$ cat src/rtl/pipe_mux_pkg.sv
`default_nettype none
// +--------------------------------------------------------------------------+
// | pipe_mux_pkg                                                             |
// | Shared definitions for the pipe_mux_n operand selector: select-width     |
// | helper, skid-buffer state encoding and NUM_IN legality bounds.           |
// | Revision: 1.0                                                            |
// +--------------------------------------------------------------------------+
package pipe_mux_pkg;

  localparam int NUM_IN_MIN = 2;
  localparam int NUM_IN_MAX = 16;

  typedef enum logic [1:0] {
    EMPTY = 2'd0,
    ONE   = 2'd1,
    FULL  = 2'd2
  } state_e;

  // Smallest r with 2**r >= value; used to size the select field.
  function automatic int clog2(input int value);
    int result;
    result = 0;
    while ((1 << result) < value) result = result + 1;
    return result;
  endfunction

endpackage
`default_nettype wire

$ cat src/rtl/mux_n.sv
`default_nettype none
// +--------------------------------------------------------------------------+
// | mux_n                                                                    |
// | Combinational N-way word selector. Returns zero and raises oor_o when    |
// | the select index has no corresponding input.                             |
// | Revision: 1.0                                                            |
// +--------------------------------------------------------------------------+
module mux_n
  import pipe_mux_pkg::*;
#(
  parameter int WIDTH  = 32,
  parameter int NUM_IN = 4,
  localparam int SEL_W = clog2(NUM_IN)
) (
  input  logic [SEL_W-1:0]        sel_i,
  input  logic [NUM_IN*WIDTH-1:0] data_i,
  output logic [WIDTH-1:0]        data_o,
  output logic                    oor_o
);

  localparam logic [SEL_W:0] c_num_in = (SEL_W+1)'(NUM_IN);

  // Pick the addressed word; an unmatched index leaves the zero default.
  always_comb begin
    data_o = '0;
    for (int k = 0; k < NUM_IN; k++) begin
      if (sel_i == SEL_W'(k)) data_o = data_i[k*WIDTH +: WIDTH];
    end
    oor_o = ({1'b0, sel_i} >= c_num_in);
  end

endmodule
`default_nettype wire

$ cat src/rtl/pipe_mux_n.sv
`default_nettype none
// +--------------------------------------------------------------------------+
// | pipe_mux_n                                                               |
// | N-way operand selector with a registered valid/ready output stage,       |
// | flush and out-of-range select flagging.                                  |
// | Build option PIPE_MUX_SKID_EN: two-entry skid buffer with registered     |
// | in_ready; otherwise a single output register with combinational ready.   |
// | Revision: 1.0                                                            |
// +--------------------------------------------------------------------------+
module pipe_mux_n
  import pipe_mux_pkg::*;
#(
  parameter int WIDTH  = 32,
  parameter int NUM_IN = 4,
  localparam int SEL_W = clog2(NUM_IN)
) (
  input  logic                    clk,
  input  logic                    rst,
  input  logic                    flush,
  input  logic                    in_valid,
  output logic                    in_ready,
  input  logic [SEL_W-1:0]        sel,
  input  logic [NUM_IN*WIDTH-1:0] in_data,
  output logic                    out_valid,
  input  logic                    out_ready,
  output logic [WIDTH-1:0]        out_data,
  output logic [SEL_W-1:0]        out_sel,
  output logic                    sel_err
);

  generate
    if (NUM_IN < NUM_IN_MIN || NUM_IN > NUM_IN_MAX) begin : g_num_in_illegal
      $error("pipe_mux_n: NUM_IN outside legal range");
    end
  endgenerate

  logic [WIDTH-1:0] w_word;
  logic             w_oor;
  logic             w_accept;
  logic             w_transfer;

  mux_n #(
    .WIDTH  (WIDTH),
    .NUM_IN (NUM_IN)
  ) u_mux (
    .sel_i  (sel),
    .data_i (in_data),
    .data_o (w_word),
    .oor_o  (w_oor)
  );

  assign w_accept   = in_valid && in_ready;
  assign w_transfer = out_valid && out_ready;

  // Main output register, common to both builds.
  logic [WIDTH-1:0] data_q, data_d;
  logic [SEL_W-1:0] sel_q, sel_d;
  logic             err_q, err_d;

  assign out_data = data_q;
  assign out_sel  = sel_q;
  assign sel_err  = err_q;

`ifdef PIPE_MUX_SKID_EN
  state_e           state_q, state_d;
  logic             rdy_q, rdy_d;
  logic [WIDTH-1:0] skid_data_q, skid_data_d;
  logic [SEL_W-1:0] skid_sel_q, skid_sel_d;
  logic             skid_err_q, skid_err_d;

  // Ready comes from a flop; rst and flush only mask it, out_ready never reaches it.
  assign in_ready  = rdy_q && !rst && !flush;
  assign out_valid = (state_q != EMPTY);

  // Next-state: new words fill main first, overflow into skid, skid refills main.
  always_comb begin
    state_d     = state_q;
    data_d      = data_q;
    sel_d       = sel_q;
    err_d       = err_q;
    skid_data_d = skid_data_q;
    skid_sel_d  = skid_sel_q;
    skid_err_d  = skid_err_q;
    case (state_q)
      EMPTY: begin
        if (w_accept) begin
          state_d = ONE;
          data_d  = w_word;
          sel_d   = sel;
          err_d   = w_oor;
        end
      end
      ONE: begin
        if (w_accept && w_transfer) begin
          data_d = w_word;
          sel_d  = sel;
          err_d  = w_oor;
        end else if (w_accept) begin
          state_d     = FULL;
          skid_data_d = w_word;
          skid_sel_d  = sel;
          skid_err_d  = w_oor;
        end else if (w_transfer) begin
          state_d = EMPTY;
        end
      end
      FULL: begin
        if (w_transfer) begin
          state_d = ONE;
          data_d  = skid_data_q;
          sel_d   = skid_sel_q;
          err_d   = skid_err_q;
        end
      end
      default: state_d = EMPTY;
    endcase
    if (flush) begin
      state_d     = EMPTY;
      data_d      = '0;
      sel_d       = '0;
      err_d       = 1'b0;
      skid_data_d = '0;
      skid_sel_d  = '0;
      skid_err_d  = 1'b0;
    end
    rdy_d = (state_d != FULL);
  end

  // State and storage registers; reset leaves the buffer empty and ready.
  always_ff @(posedge clk) begin
    if (rst) begin
      state_q     <= EMPTY;
      rdy_q       <= 1'b1;
      data_q      <= '0;
      sel_q       <= '0;
      err_q       <= 1'b0;
      skid_data_q <= '0;
      skid_sel_q  <= '0;
      skid_err_q  <= 1'b0;
    end else begin
      state_q     <= state_d;
      rdy_q       <= rdy_d;
      data_q      <= data_d;
      sel_q       <= sel_d;
      err_q       <= err_d;
      skid_data_q <= skid_data_d;
      skid_sel_q  <= skid_sel_d;
      skid_err_q  <= skid_err_d;
    end
  end
`else
  logic valid_q, valid_d;

  // Room exists when empty or when the held word leaves this cycle.
  assign in_ready  = !rst && !flush && (!valid_q || out_ready);
  assign out_valid = valid_q;

  // Next-state: flush empties, accept overwrites, lone transfer empties.
  always_comb begin
    valid_d = valid_q;
    data_d  = data_q;
    sel_d   = sel_q;
    err_d   = err_q;
    if (flush) begin
      valid_d = 1'b0;
      data_d  = '0;
      sel_d   = '0;
      err_d   = 1'b0;
    end else if (w_accept) begin
      valid_d = 1'b1;
      data_d  = w_word;
      sel_d   = sel;
      err_d   = w_oor;
    end else if (w_transfer) begin
      valid_d = 1'b0;
    end
  end

  // Single output register with synchronous reset.
  always_ff @(posedge clk) begin
    if (rst) begin
      valid_q <= 1'b0;
      data_q  <= '0;
      sel_q   <= '0;
      err_q   <= 1'b0;
    end else begin
      valid_q <= valid_d;
      data_q  <= data_d;
      sel_q   <= sel_d;
      err_q   <= err_d;
    end
  end
`endif

endmodule
`default_nettype wire

$ cat config.mk
export PLATFORM = sky130hd
export DESIGN_NAME = pipe_mux_n
export DESIGN_NICKNAME = d
export VERILOG_FILES = /design/src/rtl/pipe_mux_pkg.sv /design/src/rtl/mux_n.sv /design/src/rtl/pipe_mux_n.sv
export SDC_FILE = /design/constraint.sdc
export NUM_CORES = 1
export LEC_CHECK = 0
export ABC_AREA = 0
export BUFFER_PORTS_ARGS = -buffer_cell sky130_fd_sc_hd__buf_2
export CAP_MARGIN = 5
export CORE_MARGIN = 4
export CORE_UTILIZATION = 40
export DETAILED_ROUTE_END_ITERATION = 10
export GPL_TIMING_DRIVEN = 1
export PLACE_DENSITY = 0.91
export SLEW_MARGIN = 20
export SYNTH_ARGS = -nofsm -noshare
export SYNTH_HDL_FRONTEND = slang
export SYNTH_SLANG_ARGS = --single-unit
$ cat constraint.sdc
create_clock -name clk -period 1.85 [get_ports clk]
set_clock_uncertainty 0.2 [all_clocks]
set_input_delay 0.37 -clock clk [delete_from_list [all_inputs] [get_ports clk]]
set_output_delay 0.37 -clock clk [all_outputs]
set_load 0.01 [all_outputs]
==> out/results.tsv <==
stage	metric	value	unit
status	status	finished, final reports clean	
timing	fin crit period	1.581	ns
synth	FFs w/ async S/R, synth	0	%
finish	design area	3134	sq um
critical_path	R2R setup slack	0.52	ns
placed_design	IO buf count	170	
finish	Synth-to-Final Area Change	44.46	%
hold_path	Worst Hold Class	reg -> reg	
synth	post-synthesis mux area share	33.74	%
die	IO Pins	172	
synth	Post-Synth Adder-Cell Area	0	%
critical_path	nature of the critical path startpoint	register	
synth	Synth Flop Type	dfxtp_1	
synth	compound-cell area share of the yosys netlist	8.189	%
placed_design	Placer Congestion	0.7585	
critical_path	type of the worst setup path	reg -> out	
synth	Seq/Total Area, Yosys	32.30	%
placed_design	Placed Area	3047	sq um
synth	Synth area leaders	dfxtp_1 (32%), mux4_2 (30%), nand4_1 (9.8%)	
synth	mapped cell area	2170	sq um
finish	# diodes	0	
global_route	vias in the first global route	2383	
placed_design	pre-CTS setup slack	0.03566	ns
timing	fmax	0.6327	GHz
synth	simple-gate share of the synthesized area	16.84	%
synth	Yosys top cell area share	32.30	%
synth	Yosys warning count	0	
timing	max-slew violations	0	
die	Core Region	5172	sq um
finish	Layout Nets	499	
clocking	CTS tree	built	
die	Die X	81.65	um
placed_design	DP HPWL	5.842	mm
global_route	largest net degree at the start of global routing	35	
route	Via density	5.452	
die	Die Y	81.65	um
synth	most frequent cell after synthesis	dfxtp_1	
placed_design	placed cells	427	
power	VDD IR max	0.3011	mV
route	drt first pass iters	4	
clocking	Post-CTS Setup Bufs	0	
timing	Final setup violation count	0	
synth	synth unique cells	21	
synth	largest family of logic cells by synthesized area	multiplexers	
clocking	Post-CTS Hold Fix Bufs	0	
run	max-cap check violation count	0	
power	Pleak	1.467	nW
clocking	Sink Count	35	
global_route	total global-route track usage	21.31	%
route	drt total wl	7.369	mm
synth	xor/xnor share of the synthesized area	0	%
clocking	CTS resizes	0	
timing	RSZ-0062 raised after global routing	no	
critical_path	Arr. time, crit path	1.01	ns
synth	Synthesized Nets	339	
finish	fraction of layout cells with a size suffix above 1	59.89	%
critical_path	worst path required time	1.28	ns
route	antenna viol nets, final	0	
timing	Hold Vio Cnt, Final	0	
timing	Tcrit/Tclk final	85.43	%
synth	Cells after Synth	204	
die	die area	6666	sq um
clocking	clk slew on worst S/H paths	0.07	ns
power	power per cell area	583.7	nW/um^2
timing	Setup Total Neg Slack	0	ns
global_route	global-route wire length before repair	10.63	mm
clocking	H-Tree Depth	2	
finish	post-route insts no fill	434	
clocking	CTS root buf	clkbuf_8	
global_route	grt ovf	0	
die	Row Count	26	
timing	Worst Setup Slack, final	0.2695	ns
clocking	Worst-Skew Late Latency	0.27	ns
route	Post-route DRC	0	
clocking	number of buffers created by CTS	5	
synth	most instantiated cells after synthesis	dfxtp_1 (35), nand2_1 (34), nand4_1 (34), o21ai_1 (31), mux4_2 (29)	
route	initial DRC count	102	
route	DR vias	2366	
synth	post-synth top area cell	dfxtp_1	
clocking	clk buf depth	2	
synth	syn avg cell area	10.64	sq um
synth	number of synthesized flops with an enable pin	0	
finish	Layout Utilization	60.60	%
synth	Yosys reg bits	35	
critical_path	CP Capture Type	output pin	
global_route	initial antenna violation count	0	
route	post-DR wirelength/cell	16.98	um
die	Initial Utilization	41.94	%
critical_path	CP max FO	4	
where the power goes:
| group | internal (mW) | leakage (nW) | switching [mW] | total, mW |
|---|---|---|---|---|
| registers | 0.788 | 0.285 | 0.0164 | 0.805 |
| logic | 0.273 | 1.13 | 0.201 | 0.473 |
| clock network | 0.292 | 0.0470 | 0.259 | 0.551 |
critical path: stages (launching register included):
cell and delay, ns:
dfxtp_1 0.34, nand2b_1 0.09, and2_1 0.17, buf_2 0.14
metal layers:
metal,track usage [%],share of wire [%]
met5,0,0
met4,8.638,2.0
met3,4.825,11
met2,42.75,53
met1,20.53,35
cells by family after synthesis:
| kind of cell | after synthesis |
|---|---|
| and+or+nand+nor | 72 |
| AOI/OAI and AO/OA | 35 |
| DFF | 35 |
| muxes | 32 |
| buffers and inverters | 29 |
| other | 1 |
cell type report:
class                      count  area [sq um]
multi-input combinational    140          1284
timing repair buffer         181         970.9
sequential                    35         700.7
clock buffer                   6         82.58
clock inverter                 1         5.005
fill                         438          2038
tap                           70         87.58
inverter                       1         3.754
registers in the layout, summed over array words and instances, names as in the netlist:
| register | cells |
|---|---|
| out_valid | 1 |
| out_sel | 2 |
| out_data | 32 |
stage by stage:
| stage | hold WS [ns] | power [mW] |
|---|---|---|
| after floorplan | 0.2726 | 1.085 |
| after global placement | 0.2318 | 1.275 |
| after detailed placement | 0.2369 | 1.298 |
| after CTS | 0.2461 | 1.846 |
| after global routing | 0.2599 | 1.922 |
| final | 0.2437 | 1.829 |
worst paths after layout:
kind / startpoint / endpoint / depth (start not counted)
worst max register to register: out_valid / out_data[19] / 4
worst min register to register: out_data[18] / out_data[18] / 2
worst max-delay path: out_valid / in_ready / 3
worst min-delay path: out_data[18] / out_data[18] / 2
placed cells by master, fill, tap and decap left out, types with 3 or more instances in the layout:
| cell | n |
|---|---|
| buf_12 | 3 |
| mux4_1 | 3 |
| o21ai_1 | 31 |
| o21ai_0 | 3 |
| clkbuf_8 | 6 |
| mux4_2 | 29 |
| dfxtp_1 | 35 |
| nand4_1 | 34 |
| nand2_1 | 34 |
| buf_4 | 8 |
| buf_2 | 170 |
(Power assumes the default switching activity.)
